**config.mk**
```make
export PLATFORM = sky130hd
export DESIGN_NAME = uart_rx_fifo_flat
export DESIGN_NICKNAME = d
export VERILOG_FILES = /design/src/rtl/uart_rx_fifo_if.sv /design/src/rtl/uart_rx_fifo.sv /design/src/flat_wrapper.sv
export SDC_FILE = /design/constraint.sdc
export NUM_CORES = 1
export LEC_CHECK = 0
export BUFFER_PORTS_ARGS = -buffer_cell sky130_fd_sc_hd__clkbuf_2
export CAP_MARGIN = 20
export CORE_ASPECT_RATIO = 0.5
export CORE_UTILIZATION = 40
export DETAILED_ROUTE_END_ITERATION = 10
export GPL_TIMING_DRIVEN = 0
export SYNTH_ARGS = -nofsm -noshare
export SYNTH_HDL_FRONTEND = slang
export SYNTH_SLANG_ARGS = --single-unit
```
**constraint.sdc**
```tcl
create_clock -name clk -period 2.7 [get_ports clk]
set_input_delay 0.405 -clock clk [delete_from_list [all_inputs] [get_ports clk]]
set_output_delay 0.405 -clock clk [all_outputs]
set_load 0.02 [all_outputs]
```
**src/rtl/uart_rx_fifo_if.sv**
```systemverilog
// Byte stream between the UART receiver, the receive FIFO and the LCD driver.
// The receiver's strobe and the display's valid/ready handshake share one bundle.
interface uart_rx_fifo_if #(
    parameter int DATA_W = 8
);
    logic [DATA_W-1:0] wr_data;
    logic              wr_valid;
    logic [DATA_W-1:0] rd_data;
    logic              rd_valid;
    logic              rd_ready;

    modport master (
        output wr_data, wr_valid, rd_ready,
        input  rd_data, rd_valid
    );

    modport slave (
        input  wr_data, wr_valid, rd_ready,
        output rd_data, rd_valid
    );
endinterface

```
**src/rtl/uart_rx_fifo.sv**
```systemverilog
// Show-ahead byte FIFO that buffers UART receiver bytes for the LCD driver.
// Tracks occupancy and counts bytes dropped while the FIFO is full.
module uart_rx_fifo #(
    parameter int DEPTH  = 16,
    parameter int DATA_W = 8,
    localparam int AW    = $clog2(DEPTH)
) (
    input  logic          clk,
    input  logic          reset_n,
    uart_rx_fifo_if.slave bus,
    output logic [AW:0]   count,
    output logic          full,
    output logic          empty,
    output logic          overflow,
    output logic [7:0]    drop_cnt,
    input  logic          clr_ovf
);
    localparam logic [AW:0] FULL_CNT = (AW + 1)'(DEPTH);

    logic [DATA_W-1:0] mem [DEPTH];
    logic [AW-1:0]     wp;
    logic [AW-1:0]     rp;
    logic              push;
    logic              pop;
    logic              drop;

    assign full         = (count == FULL_CNT);
    assign empty        = (count == '0);
    assign bus.rd_valid = !empty;
    assign bus.rd_data  = mem[rp];

    // A write at full is still accepted when the head leaves in the same cycle.
    assign pop  = bus.rd_valid && bus.rd_ready;
    assign push = bus.wr_valid && (!full || pop);
    assign drop = bus.wr_valid && full && !pop;

    // NOTE: storage has no reset; every slot is written before it can be read.
    always_ff @(posedge clk) begin
        if (push) begin
            mem[wp] <= bus.wr_data;
        end
    end

    // NOTE: state uses non-blocking assignments so every register sees pre-edge values.
    always_ff @(posedge clk or negedge reset_n) begin
        if (!reset_n) begin
            wp    <= '0;
            rp    <= '0;
            count <= '0;
        end else begin
            if (push) begin
                wp <= wp + 1'b1;
            end
            if (pop) begin
                rp <= rp + 1'b1;
            end
            if (push && !pop) begin
                count <= count + 1'b1;
            end else if (pop && !push) begin
                count <= count - 1'b1;
            end
        end
    end

    // A drop in the same cycle as a clear wins, restarting the tally at one.
    always_ff @(posedge clk or negedge reset_n) begin
        if (!reset_n) begin
            overflow <= 1'b0;
            drop_cnt <= '0;
        end else if (drop) begin
            overflow <= 1'b1;
            if (clr_ovf) begin
                drop_cnt <= 8'd1;
            end else if (drop_cnt != 8'hFF) begin
                drop_cnt <= drop_cnt + 1'b1;
            end
        end else if (clr_ovf) begin
            overflow <= 1'b0;
            drop_cnt <= '0;
        end
    end
endmodule

```
**src/flat_wrapper.sv**
```systemverilog
// flat-port wrapper written by rule: the top's interface ports become plain ports
module uart_rx_fifo_flat 
#(
    parameter int DEPTH  = 16,
    parameter int DATA_W = 8,
    localparam int AW    = $clog2(DEPTH)
)
  (clk, reset_n, count, full, empty, overflow, drop_cnt, clr_ovf, bus_wr_data, bus_wr_valid, bus_rd_ready, bus_rd_data, bus_rd_valid);
  uart_rx_fifo_if #(.DATA_W(DATA_W)) bus_i ();
  input  logic clk;
  input  logic reset_n;
  output logic [AW:0] count;
  output logic full;
  output logic empty;
  output logic overflow;
  output logic [7:0] drop_cnt;
  input  logic clr_ovf;
  input wire logic [$bits(bus_i.wr_data)-1:0] bus_wr_data;
  input wire logic [$bits(bus_i.wr_valid)-1:0] bus_wr_valid;
  input wire logic [$bits(bus_i.rd_ready)-1:0] bus_rd_ready;
  output wire logic [$bits(bus_i.rd_data)-1:0] bus_rd_data;
  output wire logic [$bits(bus_i.rd_valid)-1:0] bus_rd_valid;
  assign bus_i.wr_data = bus_wr_data;
  assign bus_i.wr_valid = bus_wr_valid;
  assign bus_i.rd_ready = bus_rd_ready;
  assign bus_rd_data = bus_i.rd_data;
  assign bus_rd_valid = bus_i.rd_valid;
  uart_rx_fifo #(.DEPTH(DEPTH), .DATA_W(DATA_W)) u_core (.clk(clk), .reset_n(reset_n), .bus(bus_i), .count(count), .full(full), .empty(empty), .overflow(overflow), .drop_cnt(drop_cnt), .clr_ovf(clr_ovf));
endmodule
```
==> results of run 1 <==
final timing paths:
check	from	endpoint	slack (ns)	cells after the start
min in group asynchronous	reset_n	u_core.overflow	0.52	2
hold reg to reg	u_core.overflow	u_core.overflow	0.48	1
setup reg to reg	u_core.count[3]	u_core.count[4]	0.03	9
setup / recovery	u_core.count[3]	u_core.count[4]	0.03	9
max in group asynchronous	reset_n	u_core.count[0]	1.75	2
hold / removal	bus_rd_ready	u_core.rp[0]	0.37	3
stage by stage:
step / setup TNS [ns] / utilization [%]
floorplan: 0 / -
global placement: -3.51 / 44.9
detailed placement: -0.0675 / 45.1
CTS: 0 / 49.7
global route: -0.0601 / 49.9
finish: 0 / 49.9
flip-flops by register name, summed over array words and instances, names as in the netlist:
| register | count |
|---|---|
| u_core.drop_cnt | 8 |
| u_core.wp | 4 |
| u_core.count | 5 |
| u_core.mem | 128 |
| u_core.overflow | 1 |
| u_core.rp | 4 |
final cells by class:
class / count / area (um2)
fillers: 1228 / 7400
flip-flops and latches: 150 / 4400
multi-input cells: 171 / 1760
clock buffers: 18 / 429
repair buffers: 48 / 273
well taps: 198 / 248
clock inverters: 14 / 140
plain buffers: 14 / 96.3
inverters: 8 / 30.0
critical path: stages (launching register included):
cell,delay [ns]
dfrtp_2,0.41
or4_4,0.55
o21a_4,0.24
inv_2,0.06
ha_4,0.14
inv_2,0.07
fa_2,0.35
a21o_1,0.23
a2111oi_2,0.36
o31ai_1,0.12
power by group:
group	total (mW)	switching [mW]	internal (mW)	leakage [nW]
registers	3.01	0.184	2.83	1.43
clock network	2.25	0.961	1.29	0.274
logic	2.65	1.49	1.16	0.852
logic make-up (layout without fill, tap and decap cells):
kind of cell               after synthesis  after routing
DFF                                    150            150
adders and majority gates               11             11
xor gates and xnor gates                 9              9
buffers and inverters                   23            102
AOI/OAI and AO/OA                       41             41
and+or+nand+nor                         74             74
muxes                                   36             36
cells in the final DEF, fill, tap and decap left out, types with 6 or more instances in the layout:
cell type	n
a22oi_1	9
a22oi_2	7
buf_4	11
clkbuf_16	17
clkbuf_2	38
dfrtp_1	18
edfxtp_1	128
ha_1	9
inv_1	6
mux4_2	32
nand2_1	21
nor2_1	18
nor3_1	9
xnor2_1	7
layer usage:
metal  vias up  wire [um]  global-route usage, %
met5         -          0                      0
met4         0        113                   7.34
met3         6        532                   3.17
met2        79       5770                   24.7
met1      1661       5690                   23.1
li1       1511          -                      -
repair_timing:
item / 4_1_cts / 5_1_grt
resized for setup: 18 / 6
endpoints found under the hold margin: 7 / 0
pin swaps: 1 / 0
hold buffers: 1 / 0
buffers inserted: 7 / 0
setup endpoints to repair: 9 / 15
==> summary.md, run 1 <==
| Metric | Value |
|---|---|
| Count of cell types in the netlist | 46 |
| Drt first pass iters | 5 |
| Mux contribution to synthesized area | 12.4% |
| Synth Net Count | between 300 and 400 |
| Core footprint | between 0.01 and 0.015 mm2 |
| Layout area overhead | 19.5% |
| Synth warn | 0 |
| Starting DRC count in detailed routing | just under 200 |
| Synth Area per Inst | 17.9 um2 |
| WL per Instance | 19.5 um |
| DP Cell Count | slightly below 600 |
| Final worst setup slack | just over 0.03 ns |
| Starting density of the core | a little over two fifths |
| Worst-margin pin slew | about 0.85 ns |
| Power per Cell Area | about 1100 mW/mm2 |
| Initial antenna violation count | 0 |
| Post-Synth Simple-Gate Area | under 10% |
| Asr flop ratio synth | between 10 and 15% |
| Die area | about 0.016 mm2 |
| Final Wtd Congestion | between 0.8 and 0.9 |
| Worst hold-check path type | primary input to register |
| DRC | 0 |
| Adder-Cell Fraction of Synth Area | 2.35% |
| Worst IR Drop VDD | about 0.48 mV |
| Fin. Hold Viols | 0 |
| Top cells by area, synth | edfxtp_1 (62%), mux4_2 (12%), dfrtp_1 (8.9%) |
| Clk_lat worst skew | around 0.42 ns |
| Area leader, netlist | edfxtp_1 |
| CTS tree | yes |
| H-tree levels | 4 |
| Hold Slack | approximately 0.37 ns |
| Crit path DAT | roughly 3.0 ns |
| Max Freq | between 300 and 400 MHz |
| Synth Area in Compound Gates | 4.66% |
| Worst-path maximum fanout | 6 |
| # diodes | 0 |
| #FFs+latches synth | 150 |
| Die width | 178 um |
| Worst-path clk slew | roughly 0.060 ns |
| Clk buf depth | 2 |
| Pre-CTS setup slack | -0.0675 ns |
| Most common cell in the netlist | edfxtp_1 |
| Fin. max-slew vios | 0 |
| DP Area | ~0.0067 mm2 |
| Max-cap violation count | 0 |
| I/O Buffers | 36 |
| Share of layout cells above drive strength 1 | between 30% and 40% |
| Worst EP required | 2.99 ns |
| Top_reg_cell synth | edfxtp_1 |
| Clock sink count | 150 |
| CP Launch Type | register |
| Synth Instances | about 340 |
| Post-route insts no fill | ~620 |
| Xor/xnor share of the synthesized area | 1.28% |
| Routed vias | between 3000 and 4000 |
| Most frequent cells after synthesis | edfxtp_1 (128), mux4_2 (32), dfrtp_1 (22) |
| # IOs | 38 |
| DP HPWL | a little under 8 mm |
| Largest family of logic cells by synthesized area | multiplexers |
| Via density | ~5.2 |
| Setup Skew | between 0.008 and 0.009 ns |
| Vias in the first global route | between 3000 and 4000 |
| Total congestion overflow | 0 |
| Post-synth EDFFs | approximately 130 |
| Chip height | approximately 90 um |
| Tot GR Track Use | between 15 and 20% |
| Row count | 31 |
| Final setup violation count | 0 |
| Nets | between 400 and 500 |
| Worst Path Class, Setup | register to register |
| Period minus WS final | around 2.7 ns |
| Fin crit share | a little over nine tenths |
| Post-synth top area share | around 62% |
| ANT nets after route | 0 |
| Largest net degree at the start of global routing | 23 |
| Num CTS Buffers | 17 |
| Max-slew headroom | between 40% and 50% |
| CP endpoint kind | register |
| Pwr Total | between 7 and 8 mW |
| Design area | around 0.0074 mm2 |
| Total wire length | around 12 mm |
| RSZ-0062 raised after global routing | true |
| Global-route wire length before repair | about 19 mm |
| Sequential fraction of the synthesis area | a little over 70% |
| Run status | finished clean |
| Mapped Area | a little over 0.006 mm2 |
| P_leak | 2.56 nW |
| CTS root buffer | clkbuf_16 |
Note: power is estimated with default switching activity, not from simulation.
==> run 2, diff against run 1 <==
--- a/config.mk
+++ b/config.mk
@@ -9,6 +9,7 @@
 export CAP_MARGIN = 20
 export CORE_ASPECT_RATIO = 0.5
 export CORE_UTILIZATION = 40
+export CTS_BUF_LIST = sky130_fd_sc_hd__clkbuf_2 sky130_fd_sc_hd__clkbuf_4 sky130_fd_sc_hd__clkbuf_8
 export DETAILED_ROUTE_END_ITERATION = 10
 export GPL_TIMING_DRIVEN = 0
 export SYNTH_ARGS = -nofsm -noshare
==> summary.md, run 2 (synthesized netlist as in run 1, its figures left out) <==
| Metric | Value |
|---|---|
| Row count | 31 |
| # diodes | 0 |
| CP top delay family | compound AO/OA/AOI/OAI gates |
| H-tree levels | 4 |
| Routed vias | ~3200 |
| Die area | 0.0160 mm2 |
| # IOs | 38 |
| Top Registers | u_core.mem: 128 flops, u_core.drop_cnt: 8 flops, u_core.count: 5 flops |
| Slowest stage delay, CP | roughly 0.55 ns |
| Fin. max-slew vios | 0 |
| Starting DRC count in detailed routing | 254 |
| Period minus WS final | around 2.6 ns |
| Vias in the first global route | ~3200 |
| Pwr Total | 7.43 mW |
| Sink of the worst hold path | u_core.drop_cnt[7] |
| Crit path DAT | between 2 and 3 ns |
| Tot GR Track Use | 16.1% |
| Cell-internal power | ~4.8 mW |
| Clock network power share | roughly 22% |
| Most common cell after layout, fill and taps aside | edfxtp_1 |
| CTS tree | yes |
| R2r setup slk | a little over 0.09 ns |
| Met3 usage | 4.19% |
| Post-route insts no fill | roughly 630 |
| Clk buf depth | 2 |
| Num CTS Buffers | 17 |
| Worst hold-check path type | primary input to register |
| Worst path cell trace | or4_4, o21a_4, inv_2, ha_4, inv_4, fa_2, a21o_1, a2111oi_4, o31ai_1 |
| Fin crit share | a little over nine tenths |
| Final Wtd Congestion | between 0.8 and 0.9 |
| Drt first pass iters | 4 |
| Met2 Use GR | approximately a quarter |
| CP Launch Type | register |
| Slowest-stage cell, CP | or4_4 |
| Worst-margin pin slew | around 0.84 ns |
| Net Switching | ~2.6 mW |
| Most frequent cells in the layout | edfxtp_1 (128), clkbuf_2 (39), mux4_2 (32), nand2_1 (21) |
| Max Freq | 384 MHz |
| Final core utilization | slightly below 50% |
| DRC | 0 |
| Total congestion overflow | 0 |
| Reg power frac | around two fifths |
| Global-route wire length before repair | 18.3 mm |
| Layout area overhead | 17.9% |
| Worst-path maximum fanout | 6 |
| Switch share | around a third |
| ANT nets after route | 0 |
| Max-slew headroom | 43.7% |
| GRT met1 Usage | 22.9% |
| Share of layout cells above drive strength 1 | a little over a third |
| Via density | 5.18 |
| WL per Instance | around 19 um |
| Largest register FFs | between 100 and 150 |
| DP HPWL | 7.82 mm |
| Fin. Hold Viols | 0 |
| Largest net degree at the start of global routing | 23 |
| Global route hottest layer | met2 |
| Starting density of the core | 41.8% |
| RSZ-0062 raised after global routing | true |
| Reg with most FFs | u_core.mem |
| Hold Path Depth | 2 |
| Setup Skew | 0.0111 ns |
| FF-to-FF Start | u_core.count[2] |
| Worst-path clk slew | ~0.080 ns |
| R2R Path End | u_core.count[4] |
| Setup TNS | 0 ns |
| Nets | 440 |
| Chip height | about 90 um |
| Clock sink count | 150 |
| Worst EP required | between 3 and 4 ns |
| Final setup violation count | 0 |
| Register-to-Register Path Depth | 9 |
| Total wire length | ~12 mm |
| Core footprint | roughly 0.015 mm2 |
| Die width | 178 um |
| I/O Buffers | 36 |
| Hold Path Origin | clr_ovf |
| Power per Cell Area | slightly above 1000 mW/mm2 |
| CTS root buffer | clkbuf_8 |
| Worst Path Class, Setup | register to register |
| Max-cap violation count | 0 |
| CP Buf/Inv Count | 2 |
| Initial antenna violation count | 0 |
| Run status | finished clean |
| CP endpoint kind | register |
| P_leak | between 2 and 3 nW |
| DP Cell Count | a little under 600 |
| Clk_lat worst skew | 0.44 ns |
| Combinational group share of total power | 37.2% |
| Worst IR Drop VDD | 0.541 mV |
## run 2: cell count changes in the layout (fill, tap and decap cells not counted), moves of 2 or more
cell | before | now
clkbuf_8 | 0 | 17
buf_12 | 0 | 2
buf_4 | 11 | 17
clkbuf_16 | 17 | 0
## run 2: how the worst max path moves through the flow
stage,slack (ns),start,end,depth (start not counted)
2_1_floorplan,0.02,u_core.count[2],u_core.count[4],9
3_3_place_gp,-0.16,u_core.count[4],u_core.mem[0][6],4
3_5_place_dp,-0.07,u_core.count[2],u_core.count[4],9
4_1_cts,-0.02,u_core.rp[0],bus_rd_data[7],6
5_1_grt,-0.02,u_core.count[2],u_core.count[4],10
6_report,0.09,u_core.count[2],u_core.count[4],9
## run 2: through the flow
stage / hold WS [ns] / setup WS (ns) / instance area (um2)
after floorplan: 0.109 / 0.0176 / 6200
after global placement: 0.440 / -0.162 / 6630
after detailed placement: 0.439 / -0.0675 / 6660
after CTS: 0.324 / -0.0203 / 7160
after global routing: 0.353 / -0.0152 / 7280
final: 0.350 / 0.0927 / 7280
## run 2: layout make-up
class,instances,area (um2)
Inverter,8,32.5
Clock buffer,18,241
Multi-Input combinational cell,171,1790
Fill cell,1237,7500
Tap cell,198,248
Buffer,14,108
Timing Repair Buffer,54,318
Sequential cell,150,4400
Clock inverter,14,140
## run 2: worst reg2reg max path, delay by kind of cell (launching register included)
kind	cells	cell delay, ns
DFF	1	0.42
buffers and inverters	2	0.12
adders and majority gates	2	0.49
AOI/OAI and AO/OA	4	0.91
and+or+nand+nor	1	0.55
## run 2: routing by layer
| layer | part of all wire (%) | up-vias |
|---|---|---|
| li1 | - | 1517 |
| met3 | 5.5 | 11 |
| met1 | 47 | 1650 |
| met4 | 0.89 | 0 |
| met2 | 47 | 71 |
| met5 | 0 | - |
## run 2: what timing repair did
action | CTS | global route
resized for setup | 17 | 13
endpoints found under the hold margin | 22 | 0
hold buffers | 1 | 0
setup buffers | 7 | 6
pin swaps | 1 | 6
endpoints found under the setup margin | 9 | 13
## run 2: power by group through the flow
| stage | registers (mW) | logic [mW] | clock network, mW |
|---|---|---|---|
| detailed placement | 3.06 | 2.43 | 0 |
| finish | 3.01 | 2.77 | 1.66 |
| global placement | 3.05 | 2.40 | 0 |
| CTS | 3.00 | 2.61 | 1.69 |
| floorplan | 3.06 | 1.70 | 0 |
| global route | 3.04 | 3.00 | 1.79 |
